[src/rtl/cart_mem_pkg.sv]
// Shared types and constants for the cartridge memory arbiter.
// Slot record, arbiter FSM states, grant sides and the open-bus read value.
package cart_mem_pkg;

    localparam int unsigned CART_AW = 22;
    localparam int unsigned CART_DW = 8;

    // Read value returned for accesses the mapper did not permit.
    localparam logic [CART_DW-1:0] OPEN_BUS = 8'hFF;

    // One pending request as latched from the mapper side.
    typedef struct packed {
        logic [CART_AW-1:0] addr;
        logic               we;
        logic [CART_DW-1:0] wdata;
        logic               allow;
        logic               valid;
    } mem_slot_t;

    typedef enum logic {
        IDLE = 1'b0,
        BUSY = 1'b1
    } arb_state_e;

    typedef enum logic {
        GNT_PRG = 1'b0,
        GNT_CHR = 1'b1
    } arb_side_e;

endpackage

[src/rtl/cart_mem_arbiter_if.sv]
// External byte-wide memory port: req/ack handshake with address, write and read data.
// master = arbiter side, slave = memory side.
interface cart_mem_arbiter_if
    import cart_mem_pkg::*;
#(
    parameter int unsigned AW = CART_AW,
    parameter int unsigned DW = CART_DW
);

    logic          mem_req;
    logic [AW-1:0] mem_addr;
    logic          mem_we;
    logic [DW-1:0] mem_wdata;
    logic          mem_ack;
    logic [DW-1:0] mem_rdata;

    modport master (
        output mem_req,
        output mem_addr,
        output mem_we,
        output mem_wdata,
        input  mem_ack,
        input  mem_rdata
    );

    modport slave (
        input  mem_req,
        input  mem_addr,
        input  mem_we,
        input  mem_wdata,
        output mem_ack,
        output mem_rdata
    );

endinterface

[src/rtl/cart_req_slot.sv]
// One-entry pending request slot for one side (PRG or CHR).
// Captures a request into an empty slot, flags requests that arrive while full,
// frees on completion and presents the registered read data and done strobe.
module cart_req_slot
    import cart_mem_pkg::*;
#(
    parameter int unsigned AW = CART_AW,
    parameter int unsigned DW = CART_DW
) (
    input  logic          clk,
    input  logic          reset,
    input  logic          req_i,
    input  logic [AW-1:0] addr_i,
    input  logic          we_i,
    input  logic [DW-1:0] wdata_i,
    input  logic          allow_i,
    input  logic          cmp_i,
    input  logic [DW-1:0] cmp_data_i,
    output mem_slot_t     slot_o,
    output logic [DW-1:0] rdata_o,
    output logic          done_o,
    output logic          ovf_o
);

    mem_slot_t     slot_q, slot_d;
    logic [DW-1:0] rdata_q, rdata_d;
    logic          done_q, done_d;
    logic          ovf_q, ovf_d;

    // Next-state: completion frees the slot; a request in the same cycle still sees it full.
    always_comb begin
        slot_d  = slot_q;
        rdata_d = rdata_q;
        done_d  = 1'b0;
        ovf_d   = ovf_q;
        if (cmp_i) begin
            slot_d.valid = 1'b0;
            done_d       = 1'b1;
            if (!slot_q.we) begin
                rdata_d = cmp_data_i;
            end
        end
        if (req_i) begin
            if (slot_q.valid) begin
                ovf_d = 1'b1;
            end else begin
                slot_d.addr  = addr_i;
                slot_d.we    = we_i;
                slot_d.wdata = wdata_i;
                slot_d.allow = allow_i;
                slot_d.valid = 1'b1;
            end
        end
    end

    // Slot state and registered outputs.
    always_ff @(posedge clk) begin
        if (reset) begin
            slot_q  <= '0;
            rdata_q <= '0;
            done_q  <= 1'b0;
            ovf_q   <= 1'b0;
        end else begin
            slot_q  <= slot_d;
            rdata_q <= rdata_d;
            done_q  <= done_d;
            ovf_q   <= ovf_d;
        end
    end

    assign slot_o  = slot_q;
    assign rdata_o = rdata_q;
    assign done_o  = done_q;
    assign ovf_o   = ovf_q;

endmodule

[src/rtl/cart_mem_arbiter.sv]
// Arbitrates the mapper's PRG (CPU) and CHR (PPU) requests onto one external
// byte-wide memory port. Disallowed accesses complete locally without touching memory.
// Build option: define ARB_RR_EN for round-robin arbitration; otherwise CHR has
// fixed priority over PRG (PPU fetches are hard real-time).
module cart_mem_arbiter
    import cart_mem_pkg::*;
#(
    parameter int unsigned AW = CART_AW,
    parameter int unsigned DW = CART_DW
) (
    input  logic          clk,
    input  logic          reset,
    input  logic          prg_req,
    input  logic [AW-1:0] prg_addr,
    input  logic          prg_we,
    input  logic [DW-1:0] prg_wdata,
    input  logic          prg_allow,
    output logic [DW-1:0] prg_rdata,
    output logic          prg_done,
    output logic          prg_ovf,
    input  logic          chr_req,
    input  logic [AW-1:0] chr_addr,
    input  logic          chr_we,
    input  logic [DW-1:0] chr_wdata,
    input  logic          chr_allow,
    output logic [DW-1:0] chr_rdata,
    output logic          chr_done,
    output logic          chr_ovf,
    cart_mem_arbiter_if.master mem
);

    mem_slot_t     prg_slot, chr_slot;
    arb_state_e    state_q;
    arb_side_e     gnt_q;
    logic          mem_req_q;
    logic [AW-1:0] mem_addr_q;
    logic          mem_we_q;
    logic [DW-1:0] mem_wdata_q;
`ifdef ARB_RR_EN
    arb_side_e     last_q;
`endif

    arb_side_e     pick;
    logic          pick_allow;
    logic          grant_now;
    logic          blocked;
    logic          mem_fin;
    logic          prg_cmp, chr_cmp;
    logic [DW-1:0] cmp_data;

    cart_req_slot #(.AW(AW), .DW(DW)) u_prg_slot (
        .clk        (clk),
        .reset      (reset),
        .req_i      (prg_req),
        .addr_i     (prg_addr),
        .we_i       (prg_we),
        .wdata_i    (prg_wdata),
        .allow_i    (prg_allow),
        .cmp_i      (prg_cmp),
        .cmp_data_i (cmp_data),
        .slot_o     (prg_slot),
        .rdata_o    (prg_rdata),
        .done_o     (prg_done),
        .ovf_o      (prg_ovf)
    );

    cart_req_slot #(.AW(AW), .DW(DW)) u_chr_slot (
        .clk        (clk),
        .reset      (reset),
        .req_i      (chr_req),
        .addr_i     (chr_addr),
        .we_i       (chr_we),
        .wdata_i    (chr_wdata),
        .allow_i    (chr_allow),
        .cmp_i      (chr_cmp),
        .cmp_data_i (cmp_data),
        .slot_o     (chr_slot),
        .rdata_o    (chr_rdata),
        .done_o     (chr_done),
        .ovf_o      (chr_ovf)
    );

    // Choose which occupied slot would be granted this cycle.
    always_comb begin
`ifdef ARB_RR_EN
        if (prg_slot.valid && chr_slot.valid) begin
            pick = (last_q == GNT_CHR) ? GNT_PRG : GNT_CHR;
        end else begin
            pick = chr_slot.valid ? GNT_CHR : GNT_PRG;
        end
`else
        pick = chr_slot.valid ? GNT_CHR : GNT_PRG;
`endif
        pick_allow = (pick == GNT_CHR) ? chr_slot.allow : prg_slot.allow;
    end

    // Completion events: a blocked grant in IDLE, or the memory ack in BUSY.
    always_comb begin
        grant_now = (state_q == IDLE) && (prg_slot.valid || chr_slot.valid);
        blocked   = grant_now && !pick_allow;
        mem_fin   = (state_q == BUSY) && mem.mem_ack;
        prg_cmp   = (blocked && (pick == GNT_PRG)) || (mem_fin && (gnt_q == GNT_PRG));
        chr_cmp   = (blocked && (pick == GNT_CHR)) || (mem_fin && (gnt_q == GNT_CHR));
        cmp_data  = (state_q == BUSY) ? mem.mem_rdata : OPEN_BUS;
    end

    // Arbiter FSM with registered memory-port outputs.
    always_ff @(posedge clk) begin
        if (reset) begin
            state_q     <= IDLE;
            gnt_q       <= GNT_PRG;
            mem_req_q   <= 1'b0;
            mem_addr_q  <= '0;
            mem_we_q    <= 1'b0;
            mem_wdata_q <= '0;
`ifdef ARB_RR_EN
            last_q      <= GNT_PRG;
`endif
        end else begin
            case (state_q)
                IDLE: begin
                    if (grant_now) begin
                        gnt_q <= pick;
`ifdef ARB_RR_EN
                        last_q <= pick;
`endif
                        if (pick_allow) begin
                            mem_req_q <= 1'b1;
                            state_q   <= BUSY;
                            if (pick == GNT_CHR) begin
                                mem_addr_q  <= chr_slot.addr;
                                mem_we_q    <= chr_slot.we;
                                mem_wdata_q <= chr_slot.wdata;
                            end else begin
                                mem_addr_q  <= prg_slot.addr;
                                mem_we_q    <= prg_slot.we;
                                mem_wdata_q <= prg_slot.wdata;
                            end
                        end
                    end
                end
                BUSY: begin
                    if (mem.mem_ack) begin
                        mem_req_q <= 1'b0;
                        state_q   <= IDLE;
                    end
                end
                default: state_q <= IDLE;
            endcase
        end
    end

    assign mem.mem_req   = mem_req_q;
    assign mem.mem_addr  = mem_addr_q;
    assign mem.mem_we    = mem_we_q;
    assign mem.mem_wdata = mem_wdata_q;

endmodule

[src/flat_wrapper.sv]
// flat-port wrapper written by rule: the top's interface ports become plain ports
module cart_mem_arbiter_flat import cart_mem_pkg::*;
#(
    parameter int unsigned AW = CART_AW,
    parameter int unsigned DW = CART_DW
)
  (clk, reset, prg_req, prg_addr, prg_we, prg_wdata, prg_allow, prg_rdata, prg_done, prg_ovf, chr_req, chr_addr, chr_we, chr_wdata, chr_allow, chr_rdata, chr_done, chr_ovf, mem_mem_req, mem_mem_addr, mem_mem_we, mem_mem_wdata, mem_mem_ack, mem_mem_rdata);
  cart_mem_arbiter_if #(.AW(AW), .DW(DW)) mem_i ();
  input  logic clk;
  input  logic reset;
  input  logic prg_req;
  input  logic [AW-1:0] prg_addr;
  input  logic prg_we;
  input  logic [DW-1:0] prg_wdata;
  input  logic prg_allow;
  output logic [DW-1:0] prg_rdata;
  output logic prg_done;
  output logic prg_ovf;
  input  logic chr_req;
  input  logic [AW-1:0] chr_addr;
  input  logic chr_we;
  input  logic [DW-1:0] chr_wdata;
  input  logic chr_allow;
  output logic [DW-1:0] chr_rdata;
  output logic chr_done;
  output logic chr_ovf;
  output wire logic [$bits(mem_i.mem_req)-1:0] mem_mem_req;
  output wire logic [$bits(mem_i.mem_addr)-1:0] mem_mem_addr;
  output wire logic [$bits(mem_i.mem_we)-1:0] mem_mem_we;
  output wire logic [$bits(mem_i.mem_wdata)-1:0] mem_mem_wdata;
  input wire logic [$bits(mem_i.mem_ack)-1:0] mem_mem_ack;
  input wire logic [$bits(mem_i.mem_rdata)-1:0] mem_mem_rdata;
  assign mem_mem_req = mem_i.mem_req;
  assign mem_mem_addr = mem_i.mem_addr;
  assign mem_mem_we = mem_i.mem_we;
  assign mem_mem_wdata = mem_i.mem_wdata;
  assign mem_i.mem_ack = mem_mem_ack;
  assign mem_i.mem_rdata = mem_mem_rdata;
  cart_mem_arbiter #(.AW(AW), .DW(DW)) u_core (.clk(clk), .reset(reset), .prg_req(prg_req), .prg_addr(prg_addr), .prg_we(prg_we), .prg_wdata(prg_wdata), .prg_allow(prg_allow), .prg_rdata(prg_rdata), .prg_done(prg_done), .prg_ovf(prg_ovf), .chr_req(chr_req), .chr_addr(chr_addr), .chr_we(chr_we), .chr_wdata(chr_wdata), .chr_allow(chr_allow), .chr_rdata(chr_rdata), .chr_done(chr_done), .chr_ovf(chr_ovf), .mem(mem_i));
endmodule
[config.mk]
export PLATFORM = sky130hd
export DESIGN_NAME = cart_mem_arbiter_flat
export DESIGN_NICKNAME = d
export VERILOG_FILES = /design/src/rtl/cart_mem_pkg.sv /design/src/rtl/cart_mem_arbiter_if.sv /design/src/rtl/cart_req_slot.sv /design/src/rtl/cart_mem_arbiter.sv /design/src/flat_wrapper.sv
export SDC_FILE = /design/constraint.sdc
export NUM_CORES = 1
export LEC_CHECK = 0
export ABC_AREA = 1
export CAP_MARGIN = 10
export CORE_MARGIN = 2
export CORE_UTILIZATION = 48
export DETAILED_ROUTE_END_ITERATION = 6
export MAX_ROUTING_LAYER = met4
export PLACE_DENSITY_LB_ADDON = 0.15
export SLEW_MARGIN = 20
export SYNTH_ARGS = -nofsm -noshare
export SYNTH_HDL_FRONTEND = slang
export SYNTH_SLANG_ARGS = --single-unit
[constraint.sdc]
create_clock -name clk -period 1.5 [get_ports clk]
set_input_delay 0.3 -clock clk [delete_from_list [all_inputs] [get_ports clk]]
set_output_delay 0.3 -clock clk [all_outputs]
set_load 0.02 [all_outputs]
# ---- Word level (Yosys, flattened, before mapping)
# Index checks and enable logic that the tools add are counted.
dict set report op_classes {
  n_eq_ne 3
  mux 22
  bitwise 7
  reduce_logical 20
}
# operator count
set ops {}
lappend ops {{22-bit 2-to-1 mux} 1}
lappend ops {{1-bit 2-to-1 mux} 17}
lappend ops {{8-bit 2-to-1 mux} 2}
lappend ops {{2-bit AND reduction} 7}
lappend ops {{1-bit logical AND} 7}
lappend ops {{1-bit NOT} 7}
lappend ops {{3-bit AND reduction} 2}
lappend ops {{2-bit by 1-bit != test with 1-bit output, second input constant} 2}
lappend ops {{1-bit case mux with 2 select lines} 2}
lappend ops {{1-bit logical OR} 3}
lappend ops {{2-bit != test, second input constant} 1}
lappend ops {{1-bit zero test} 1}
dict set report word_totals {
  ff_bits 120
  in_bits 77
  out_inout_bits 52
  word_cells 74
}

# ---- Longest topological paths before layout
dict set report logic_depth {
  ltp_word 9
  ltp_mapped 9
  depth_no_buf 8
}

# ---- By module
# A second synthesis with hierarchy kept.
dict set report hier_totals {
  cells_unflattened 870
  hier_area_um2 5595.4
}
# mod instances cells_per_inst area_each_um2 seq_area_each_um2
set modules_own_cells {}
lappend modules_own_cells {cart_req_slot 2 271 1839.3 860.8}
lappend modules_own_cells {cart_mem_arbiter 1 328 1916.8 680.7}

# ---- Worst setup path after synthesis
# OpenSTA, ideal clock, no wires.
dict set report synth_timing {
  path_type {reg2reg}
  from {register u_core.state_q}
  to {register u_core.u_chr_slot.rdata_q[0], in the netlist u_core.u_chr_slot.rdata_o[0]}
  setup_time_ns 0.115
  t_arrival_ns 1.077
  t_required_ns 1.385
  path_slack_ns 0.308
  stages_incl_launch_ff 8
  path_buffers 2
  period_less_slack_ns 1.192
  path_cell_list {dfxtp_1 inv_1 buf_4 nand3b_1 nand2_2 clkbuf_8 a21oi_1 nor2_1}
}
dict set report synth_between {
  elab_chain_cells 6
  elab_cells_between_ends 9
  classes_between {mux (1); bitwise (1); reduce/logical (7)}
}
# item line
set synth_rtl {}
lappend synth_rtl {{from (decl)} cart_mem_arbiter.sv:33} ;# arb_state_e state_q;
lappend synth_rtl {{from (signal assigned)} cart_mem_arbiter.sv:110} ;# state_q <= IDLE;
lappend synth_rtl {{from (signal assigned)} cart_mem_arbiter.sv:129} ;# state_q <= BUSY;
lappend synth_rtl {{from (signal assigned)} cart_mem_arbiter.sv:145} ;# state_q <= IDLE;
lappend synth_rtl {{1-bit NOT} cart_mem_arbiter.sv:99} ;# grant_now = (state_q == IDLE) && (prg_slot.valid || chr_slot.valid);
lappend synth_rtl {{1-bit logical AND} cart_mem_arbiter.sv:99}
lappend synth_rtl {{1-bit logical AND} cart_mem_arbiter.sv:100} ;# blocked = grant_now && !pick_allow;
lappend synth_rtl {{1-bit logical AND} cart_mem_arbiter.sv:103} ;# chr_cmp = (blocked && (pick == GNT_CHR)) || (mem_fin && (gnt_q == GNT_CHR));
lappend synth_rtl {{1-bit logical OR} cart_mem_arbiter.sv:103}
lappend synth_rtl {{2-bit AND reduction (no source line)} --}
lappend synth_rtl {{to (signal assigned)} cart_req_slot.sv:65} ;# rdata_q <= rdata_d;
lappend synth_rtl {{to (decl)} cart_req_slot.sv:26} ;# logic [DW-1:0] rdata_q, rdata_d;
# Several ways; a longest one is shown, not always the timed one.
# A chain may end at the register's enable or synchronous reset.

# ---- Final worst setup path
dict set report layout_timing {
  from {register u_core.mem_addr_q[8], in the netlist u_core.mem.mem_addr[8]}
  to {output port mem_mem_addr[8]}
}
# item line
set layout_lines {}
lappend layout_lines {{from (decl)} cart_mem_arbiter.sv:36} ;# logic [AW-1:0] mem_addr_q;
lappend layout_lines {{from (signal assigned)} cart_mem_arbiter.sv:131} ;# mem_addr_q <= chr_slot.addr;
lappend layout_lines {{from (signal assigned)} cart_mem_arbiter.sv:135} ;# mem_addr_q <= prg_slot.addr;
lappend layout_lines {{to (decl)} flat_wrapper.sv:28} ;# output wire logic [$bits(mem_i.mem_addr)-1:0] mem_mem_addr;
# No word-level cell between the ends.

==> results_dict.tcl <==
set metrics [dict create \
    power.switching_fraction 0.270 \
    critical_path_class "reg2out" \
    die_area_mm2 0.0109 \
    finalWorstSetupSlack_ps 41.7 \
    detail_route.iter0.violations 172 \
    seq_area_frac_synth 0.498 \
    detailed_place_hpwl_um 8310 \
    setup-tns-final_ps 0 \
    timing.critical_path.buf_inv 1 \
    number_of_violations_of_the_max_capacitance_limit 0 \
    critical_path_cell_by_cell "dlygate4sd2_1" \
    pwr-share-clk 0.416 \
    power_mw 9.12 \
    routed-via-count 4771 \
    synthesis.area_per_instance_um2 6.90 \
    grt_setup_unrepaired "false" \
    cts_buffers 17 \
    p_switching_mw 2.46 \
    die_width_um 104 \
    final_antenna_diode_count 0 \
    fin_max_slew_vios 0 \
    worstSkewPairLatency_ps 520 \
    setup_viol 0 \
    antenna_found_initial 0 \
    clockBufferDepth 2 \
    first_pass_grt_wire_length_um 20300 \
    timing.critical_path.slowest_stage_cell "dlygate4sd2_1" \
    max-vdd-ir-drop_mv 0.646 \
    flow.area_growth_from_synthesis_pct 41.6 \
    tritoncts_clock_tree "yes" \
    vias_per_cell 4.88 \
    clk_root_buffer_cell "clkbuf_8" \
    dp.cells 943 \
    design.core.area_mm2 0.00977 \
    worst_relative_slew_slack 0.686 \
    synth_nets 777 \
    clock.fmax_mhz 686 \
    crit_fanout 2 \
    fin_skew_ps 12.9 \
    p_leak_nw 3.16 \
    synth_top_cell_area_share 0.498 \
    ios 129 \
    final-instance-count-excl-fill 977 \
    synth_top_area_cell "dfxtp_1" \
    core.rowCount 36 \
    power-per-cell-area_mw_per_mm2 1330 \
    cp_top_family "buffers and inverters" \
    initial_utilization 0.494 \
    startpoint_type "register" \
    crit_path_max_incr_delay_ps 330 \
    layout.nets 909 \
    post_synthesis_instance_area_mm2 0.00483 \
    cts-hold-fix-buffers 0 \
    avgRoutedWirePerCell_um 12.3 \
    yosysMostFrequentCell "nor2_1" \
    synth_common_cells "nor2_1, nand2_1, dfxtp_1, o21ai_0, inv_1" \
    final_core_util 0.699 \
    postSynth.asyncResetShare 0 \
    post_synth_num_cell_types 20 \
    hold_path.class "in2reg" \
    synth.top_cells.by_area "dfxtp_1, nor2_1, nand2_1" \
    die_y_um 104 \
    final.period_utilization 0.972 \
    pre_cts_slack_ps -44.1 \
    ys_dominant_reg_cell "dfxtp_1" \
    grt_start_max_net_pins 41 \
    finalHoldViolations 0 \
    timing.critical_path.to_type "output pin" \
    tightest_slew_ps 469 \
    filler_cell_count 819 \
    grt.total_usage 0.236 \
    route.detailed.drc 0 \
    globalplace.congestion 0.800 \
    cts.htree.levels 4 \
    ys.warnings.count 0 \
    combinationalPowerShare 0.182 \
    post_detailed_routing_wire_length_um 12000 \
    drive_gt1_frac 0.102 \
    critPathArrivalTime_ps 1160 \
    clk_slew_on_worst_s_h_paths_ps 50 \
    seqCellArea_mm2 0.00241 \
    layout_min_cycle_time_ps 1460 \
    drtAntennaViolNets 0 \
    power_report.internal_total_mw 6.65 \
    area_of_the_multi_input_gates_mm2 0.00201 \
    postSynthRegisterBits 120 \
    status "completed" \
    netlist_instances 700 \
    clock-sinks 120 \
    grt_pass1_vias 4413 \
    drt_first_pass_iters 5 \
    synth_enable_flop_cells 0 \
    global_route_overflow 0 \
    timing.critical_path.required_ps 1200 \
    buffer_ports.inserted 128 \
    relative_contribution_of_sequential_cells_to_total_power 0.402 \
]
[placed cells by master (no fill, tap or decap), types with 3 or more instances in the layout]
master,count
clkbuf_1,3
o21ai_1,4
clkinv_2,5
clkdlybuf4s15_1,26
clkbuf_16,16
nand3_1,18
a21oi_1,39
o21ai_0,74
clkinv_1,3
inv_1,49
clkbuf_2,22
buf_12,10
nor2_1,190
clkbuf_8,3
nand2_1,153
buf_4,17
clkdlybuf4s50_1,76
dfxtp_1,119
[worst paths after layout]
path	start	end	slack (ps)	depth (start not counted)
setup / recovery	u_core.mem.mem_addr[8]	mem_mem_addr[8]	40	1
hold reg to reg	u_core.u_prg_slot.slot_o[4]	u_core.u_prg_slot.slot_o[4]	450	2
setup reg to reg	u_core.u_chr_slot.slot_o[0]	u_core.mem.mem_addr[10]	160	8
hold / removal	chr_addr[5]	u_core.u_chr_slot.slot_o[16]	400	3
[repair_timing]
action / in CTS / in global routing
pin swaps: 0 / 1
endpoints found under the setup margin: 52 / 68
setup buffers: 0 / 3
hold endpoints to repair: 0 / 0
gates resized for setup: 73 / 54
[area by class of cell]
cell class	instances	area share
Clock inverter	9	0.0146
Timing Repair Buffer	155	0.219
Tap cell	133	0.0243
Clock buffer	22	0.0663
Inverter	54	0.0297
Sequential cell	120	0.352
Multi-Input combinational cell	484	0.294
[layer usage]
| metal | routed length [um] | up-vias | global-route usage |
|---|---|---|---|
| met3 | 577 | 19 | 0.0645 |
| met5 | 0 | - | - |
| met4 | 177 | 0 | 0.0743 |
| li1 | - | 2436 | - |
| met1 | 5430 | 2181 | 0.284 |
| met2 | 5870 | 135 | 0.384 |
[metrics by stage]
step | area [um2] | hold WS [ps]
2_1_floorplan | 4830 | 424
3_3_place_gp | 6370 | 431
3_5_place_dp | 6370 | 440
4_1_cts | 6880 | 393
5_1_grt | 6840 | 407
6_report | 6840 | 404
[sequential cells by signal (all words and copies together) (netlist names), 8 cells and up]
name / flops
u_core.u_chr_slot.slot_o: 33
u_core.u_prg_slot.slot_o: 33
u_core.mem.mem_addr: 22
u_core.mem.mem_wdata: 8
u_core.u_chr_slot.rdata_o: 8
u_core.u_prg_slot.rdata_o: 8
[cells by family after synthesis]
group | Yosys count | share of synthesized area
and+or+nand+nor | 367 | 0.295
DFF | 120 | 0.498
AOI/OAI and AO/OA | 117 | 0.121
buffers and inverters | 96 | 0.0865
[power groups by stage]
stage / Clock, mW / Sequential (mW) / Combinational (mW)
floorplan: 0 / 3.88 / 0.802
global placement: 0 / 3.72 / 1.71
detailed placement: 0 / 3.73 / 1.74
CTS: 3.84 / 3.66 / 1.67
global route: 3.98 / 3.70 / 1.85
finish: 3.80 / 3.66 / 1.66
No activity file was read; power rests on OpenSTA's default activity.
